### config.mk
export PLATFORM = sky130hd
export DESIGN_NAME = ghash_ctrl
export DESIGN_NICKNAME = d
export VERILOG_FILES = /design/src/rtl/ghash_pkg.sv /design/src/rtl/ghash_tmo_cnt.sv /design/src/rtl/ghash_ctrl.sv
export SDC_FILE = /design/constraint.sdc
export NUM_CORES = 1
export LEC_CHECK = 0
export CAP_MARGIN = 0
export CORE_AREA = 2 2 357 359
export DETAILED_ROUTE_END_ITERATION = 10
export DIE_AREA = 0 0 359 361
export GPL_ROUTABILITY_DRIVEN = 1
export MAX_ROUTING_LAYER = met4
export PLACE_DENSITY = 0.35
export SLEW_MARGIN = 10
export SYNTH_ARGS = -nofsm -noshare
export SYNTH_HDL_FRONTEND = slang
export SYNTH_SLANG_ARGS = --single-unit
### constraint.sdc
create_clock -name iClk -period 2.96 [get_ports iClk]
set_clock_uncertainty 0.1 [all_clocks]
set_input_delay 0.296 -clock iClk [delete_from_list [all_inputs] [get_ports iClk]]
set_output_delay 0.296 -clock iClk [all_outputs]
set_load 0.05 [all_outputs]
### src/rtl/ghash_pkg.sv
// Shared types and constants for the GHASH sequencer (ghash_ctrl).
// Optional length-block stage is enabled by defining GHASH_LEN_BLOCK_EN.
package ghash_pkg;
  localparam int         BLK_W           = 128;
  localparam logic [7:0] GCM_R           = 8'hE1;
  localparam int         MUL_TIMEOUT_DEF = 255;
  localparam int         TMO_W           = $clog2(MUL_TIMEOUT_DEF + 1);

  typedef enum logic [2:0] {
    S_IDLE,
    S_RUN,
    S_START,
    S_ARM,
    S_WAIT,
    S_LEN,
    S_DONE
  } state_t;
endpackage

### src/rtl/ghash_tmo_cnt.sv
// Multiplier wait watchdog: counts cycles spent waiting and emits a one-cycle
// error pulse when the multiplier fails to answer within MUL_TIMEOUT cycles.
module ghash_tmo_cnt
  import ghash_pkg::*;
#(
  parameter int MUL_TIMEOUT = MUL_TIMEOUT_DEF,
  parameter int CNT_W       = TMO_W
) (
  input  logic i_clk,
  input  logic i_rst,
  input  logic i_en,
  input  logic i_done,
  output logic o_expire,
  output logic o_error
);
  localparam logic [CNT_W-1:0] LIM = CNT_W'(MUL_TIMEOUT - 1);

  logic [CNT_W-1:0] r_cnt;
  logic             r_err;

  // Expiry fires on the MUL_TIMEOUT-th wait cycle unless the product arrives then.
  assign o_expire = i_en && !i_done && (r_cnt == LIM);
  assign o_error  = r_err;

  always_ff @(posedge i_clk) begin
    if (i_rst) begin
      r_cnt <= '0;
      r_err <= 1'b0;
    end else begin
      r_cnt <= (i_en && !o_expire) ? r_cnt + 1'b1 : '0;
      r_err <= o_expire;
    end
  end
endmodule

### src/rtl/ghash_ctrl.sv
// GHASH sequencer driving an external bit-serial GF(2^128) multiplier:
// Y_i = (Y_{i-1} ^ X_i) * H. Define GHASH_LEN_BLOCK_EN to append the length block internally.
module ghash_ctrl
  import ghash_pkg::*;
#(
  parameter int LEN_W       = 64,
  parameter int MUL_TIMEOUT = MUL_TIMEOUT_DEF
) (
  input  logic             iClk,
  input  logic             iRst,
  input  logic             iStart,
  input  logic [BLK_W-1:0] iHashkey,
  input  logic [LEN_W-1:0] iLen_aad,
  input  logic [LEN_W-1:0] iLen_ct,
  input  logic [BLK_W-1:0] iData,
  input  logic             iData_valid,
  input  logic             iData_last,
  output logic             oData_ready,
  output logic             oMul_next,
  output logic             oMul_valid,
  output logic [BLK_W-1:0] oMul_x,
  output logic [BLK_W-1:0] oMul_h,
  input  logic [BLK_W-1:0] iMul_result,
  input  logic             iMul_done,
  output logic [BLK_W-1:0] oTag,
  output logic             oTag_valid,
  output logic             oBusy,
  output logic             oError
);
  localparam int CNT_W = $clog2(MUL_TIMEOUT + 1);

  state_t           r_state;
  state_t           w_next;
  logic [BLK_W-1:0] r_y;
  logic [BLK_W-1:0] r_h;
  logic [BLK_W-1:0] r_mul_x;
  logic             r_last;
  logic             w_expire;

`ifdef GHASH_LEN_BLOCK_EN
  logic [2*LEN_W-1:0] r_len;
  logic               r_lenop;
`else
  logic               w_unused_len;
  assign w_unused_len = ^{iLen_aad, iLen_ct};
`endif

  ghash_tmo_cnt #(
    .MUL_TIMEOUT (MUL_TIMEOUT),
    .CNT_W       (CNT_W)
  ) u_tmo (
    .i_clk    (iClk),
    .i_rst    (iRst),
    .i_en     (r_state == S_WAIT),
    .i_done   (iMul_done),
    .o_expire (w_expire),
    .o_error  (oError)
  );

  assign oMul_x = r_mul_x;
  assign oMul_h = r_h;

  always_ff @(posedge iClk) begin
    if (iRst) begin
      r_state <= S_IDLE;
      r_y     <= '0;
      r_h     <= '0;
      r_mul_x <= '0;
      r_last  <= 1'b0;
`ifdef GHASH_LEN_BLOCK_EN
      r_len   <= '0;
      r_lenop <= 1'b0;
`endif
    end else begin
      r_state <= w_next;
      case (r_state)
        S_IDLE, S_DONE: begin
          if (iStart) begin
            r_h <= iHashkey;
            r_y <= '0;
`ifdef GHASH_LEN_BLOCK_EN
            r_len   <= {iLen_aad, iLen_ct};
            r_lenop <= 1'b0;
`endif
          end
        end
        S_RUN: begin
          if (iData_valid) begin
            r_mul_x <= r_y ^ iData;
            r_last  <= iData_last;
          end
        end
        S_WAIT: begin
          // A timed-out hash must not leak a partial Y into the next one.
          if (iMul_done)     r_y <= iMul_result;
          else if (w_expire) r_y <= '0;
        end
`ifdef GHASH_LEN_BLOCK_EN
        S_LEN: begin
          r_mul_x <= r_y ^ r_len;
          r_lenop <= 1'b1;
        end
`endif
        default: ;
      endcase
    end
  end

  always_comb begin
    w_next      = r_state;
    oData_ready = 1'b0;
    oMul_next   = 1'b0;
    oMul_valid  = 1'b0;
    oTag        = '0;
    oTag_valid  = 1'b0;
    oBusy       = 1'b1;
    case (r_state)
      S_IDLE: begin
        oBusy = 1'b0;
        if (iStart) w_next = S_RUN;
      end
      S_RUN: begin
        oData_ready = 1'b1;
        if (iData_valid) w_next = S_START;
      end
      S_START: begin
        oMul_next  = 1'b1;
        oMul_valid = 1'b1;
        w_next     = S_ARM;
      end
      // done may still be high from the previous product here, so it is not looked at.
      S_ARM: begin
        oMul_valid = 1'b1;
        w_next     = S_WAIT;
      end
      S_WAIT: begin
        oMul_valid = 1'b1;
        if (iMul_done) begin
`ifdef GHASH_LEN_BLOCK_EN
          if (r_lenop)     w_next = S_DONE;
          else if (r_last) w_next = S_LEN;
          else             w_next = S_RUN;
`else
          w_next = r_last ? S_DONE : S_RUN;
`endif
        end else if (w_expire) begin
          w_next = S_IDLE;
        end
      end
      S_LEN: w_next = S_START;
      S_DONE: begin
        oBusy      = 1'b0;
        oTag       = r_y;
        oTag_valid = 1'b1;
        if (iStart) w_next = S_RUN;
      end
      default: w_next = S_IDLE;
    endcase
  end
endmodule
==> out/results.ini <==
[grt]
track_usage_pct=15.23
grt_max_degree=102
antenna_found_initial=34
grt_pass1_wl_mm=142.9
grt_overflow=0
grt_pass1_vias=19050

[final_layout]
layout_common_cells=645 x clkdlybuf4s50_1, 397 x dfxtp_1, 259 x nand3_1, 259 x nand2_1, 256 x o211ai_1
area_growth_pct=63.17
nets=3408
fin_cells=4604
drive_above_1_share_pct=13.33
final_area_um2=32370
layout_commonest_cell=clkdlybuf4s50_1

[power_and_ir_drop]
peakVddDrop_uv=354.9
powerDensity_nw_per_um2=484.5
p_total_mw=15.68
p_leak_nw=11.31

[synthesis]
async_flop_share_pct=0
synth_seq_cells=397
synth_cells=2233
synth_area_um2=19840
ys_seq_area_share_pct=40.06
synth_top_cell_area_share_pct=40.06
ys.flop_type=dfxtp_1
synth_edf_count=0
synth.net_count=2753
yosys-top-cells-area=dfxtp_1 40%, o211ai_1 9.7%, a211oi_2 6.9%
synth_cell_type_count=39
synth_warnings=0
yosysTopAreaCell=dfxtp_1
avgSynthCellArea_um2=8.885

[sta]
fin_crit_ps=2767
worst_pin_slew_ps=718.4
drv_slew=0
relSlewSlack_pct=52.11
timing.fmax_mhz=361.4
rsz0062_at_grt=false
finalCritPeriodShare_pct=93.48
tns_ps=0
fin_ws_ps=193.0
hold_violations=0
setup_viol=0

[worst_setup_path]
start_kind=register
crit_path_top_delay_cell=dfxtp_1
end_kind=output pin
slowest_delay_ps=590
criticalPathCategory=register to output pin
cp.arrival_ps=2370
required_ps=2560
cp_cell_sequence=nand2b_4 -> nor2_4 -> buf_12 -> and2_1 -> buf_12
critPathMostFrequentCell=buf_12
timing.critical_path.from=r_state[2]
r2r-start=r_state[2]
crit_fanout=80

[detailed_routing]
via_count=18670
detail_route.wirelength_mm=98.97
detail-route-antenna-nets=0
remaining_drc_errors=0
drt_iter0_markers=1098
firstDrtPassIters=5
wl_per_cell_um=21.50
viasPerCell=4.055

[hold_path]
hp-start=iHashkey[116]
hp-class=input port to register

[clock_tree]
cts_setup_buffers=0
path_clk_slew_ps=60
cts_buffers=55
clock_latency_ps=640
root_buffer=clkbuf_16
cts_buffer_depth=3
cts_tree=built
htreeDepth=2
clock_sinks=397

[placement]
place_inst=4479
dpl_worst_slack_ps=684.3
placed_area_um2=30480
place_congestion=0.7319
hpwl_mm=69.76
port_buffers=779

[floorplanning]
die_x_um=359
rows=130
dieHeight_um=361
dieArea_um2=129600
coreArea_um2=125400
pin_count=908
start_util_pct=15.82

[flow_run]
cap_viol_max_count=0

[outcome]
outcome=finished, final reports clean

==> worst max-delay path, delay by kind of cell (launching register included) <==
family / cells / cell delay (ps)
flops: 1 / 590
simple gates: 3 / 550
buf+inv: 2 / 420
==> path summary, 6_finish.rpt <==
path	endpoint	slack (ps)	cells past startpoint
setup / recovery	oTag[117]	190	5
setup reg to reg	oMul_h[27]	840	4
hold / removal	oMul_h[116]	130	3
hold reg to reg	oMul_h[97]	350	2
==> routing by layer <==
| metal | GRT usage, % | up-vias | part of all wire [%] |
|---|---|---|---|
| met3 | 6.066 | 91 | 9.1 |
| met5 | - | - | 0 |
| met2 | 23.43 | 657 | 45 |
| met1 | 18.61 | 8780 | 44 |
| li1 | - | 9139 | - |
| met4 | 3.467 | 0 | 1.8 |
==> synth_stat cells, drive strengths merged (5+ instances only) <==
master	number
buf	125
nor2	137
and2	128
o21ai	5
xnor2	130
nor2b	130
a21oi	8
clkbuf	108
o211ai	256
nand2	259
nand3	260
a211oi	128
dfxtp	397
mux2i	129
==> cells by family after synthesis <==
group                      count (synthesis)  synth area share (%)
muxes                                    129                 6.508
DFF                                      397                 40.06
and+or+nand+nor                          934                 23.11
xor gates and xnor gates                 132                 5.827
adders and majority gates                  2                0.1261
AOI/OAI and AO/OA                        401                 17.82
buffers and inverters                    238                 6.559
==> flip-flops by register name, summed over array words and instances, names as in the netlist <==
register	flops
oMul_h	128
oMul_x	128
r_last	1
r_state	3
r_y	128
u_tmo.o_error	1
u_tmo.r_cnt	8
==> through the flow <==
step	hold slack (ps)	util, %
after floorplan	328.8	-
after global placement	344.0	24.30
after detailed placement	346.0	24.30
after CTS	51.46	25.76
after global routing	76.59	25.81
final	126.6	25.81
==> where the power goes <==
group	internal [mW]	switching, mW
registers	5.61	0.136
clock network	4.05	2.75
logic	1.27	1.87
total	10.9	4.76
==> layout make-up <==
class | count | area [um2]
Inverter | 5 | 26.28
Timing Repair Buffer | 831 | 9829
Antenna cell | 28 | 70.07
Multi-Input combinational cell | 1598 | 10630
Tap cell | 1650 | 2064
Fill cell | 13440 | 93030
Clock inverter | 13 | 121.4
Sequential cell | 397 | 7948
Clock buffer | 82 | 1680
==> repair_timing <==
item                       in CTS  in global routing
hold endpoints to repair       49                  0
pin swaps                       0                  0
resized for setup               1                  1
setup endpoints to repair      49                  1
hold buffers                    2                  0
No activity file was read; power rests on OpenSTA's default activity.
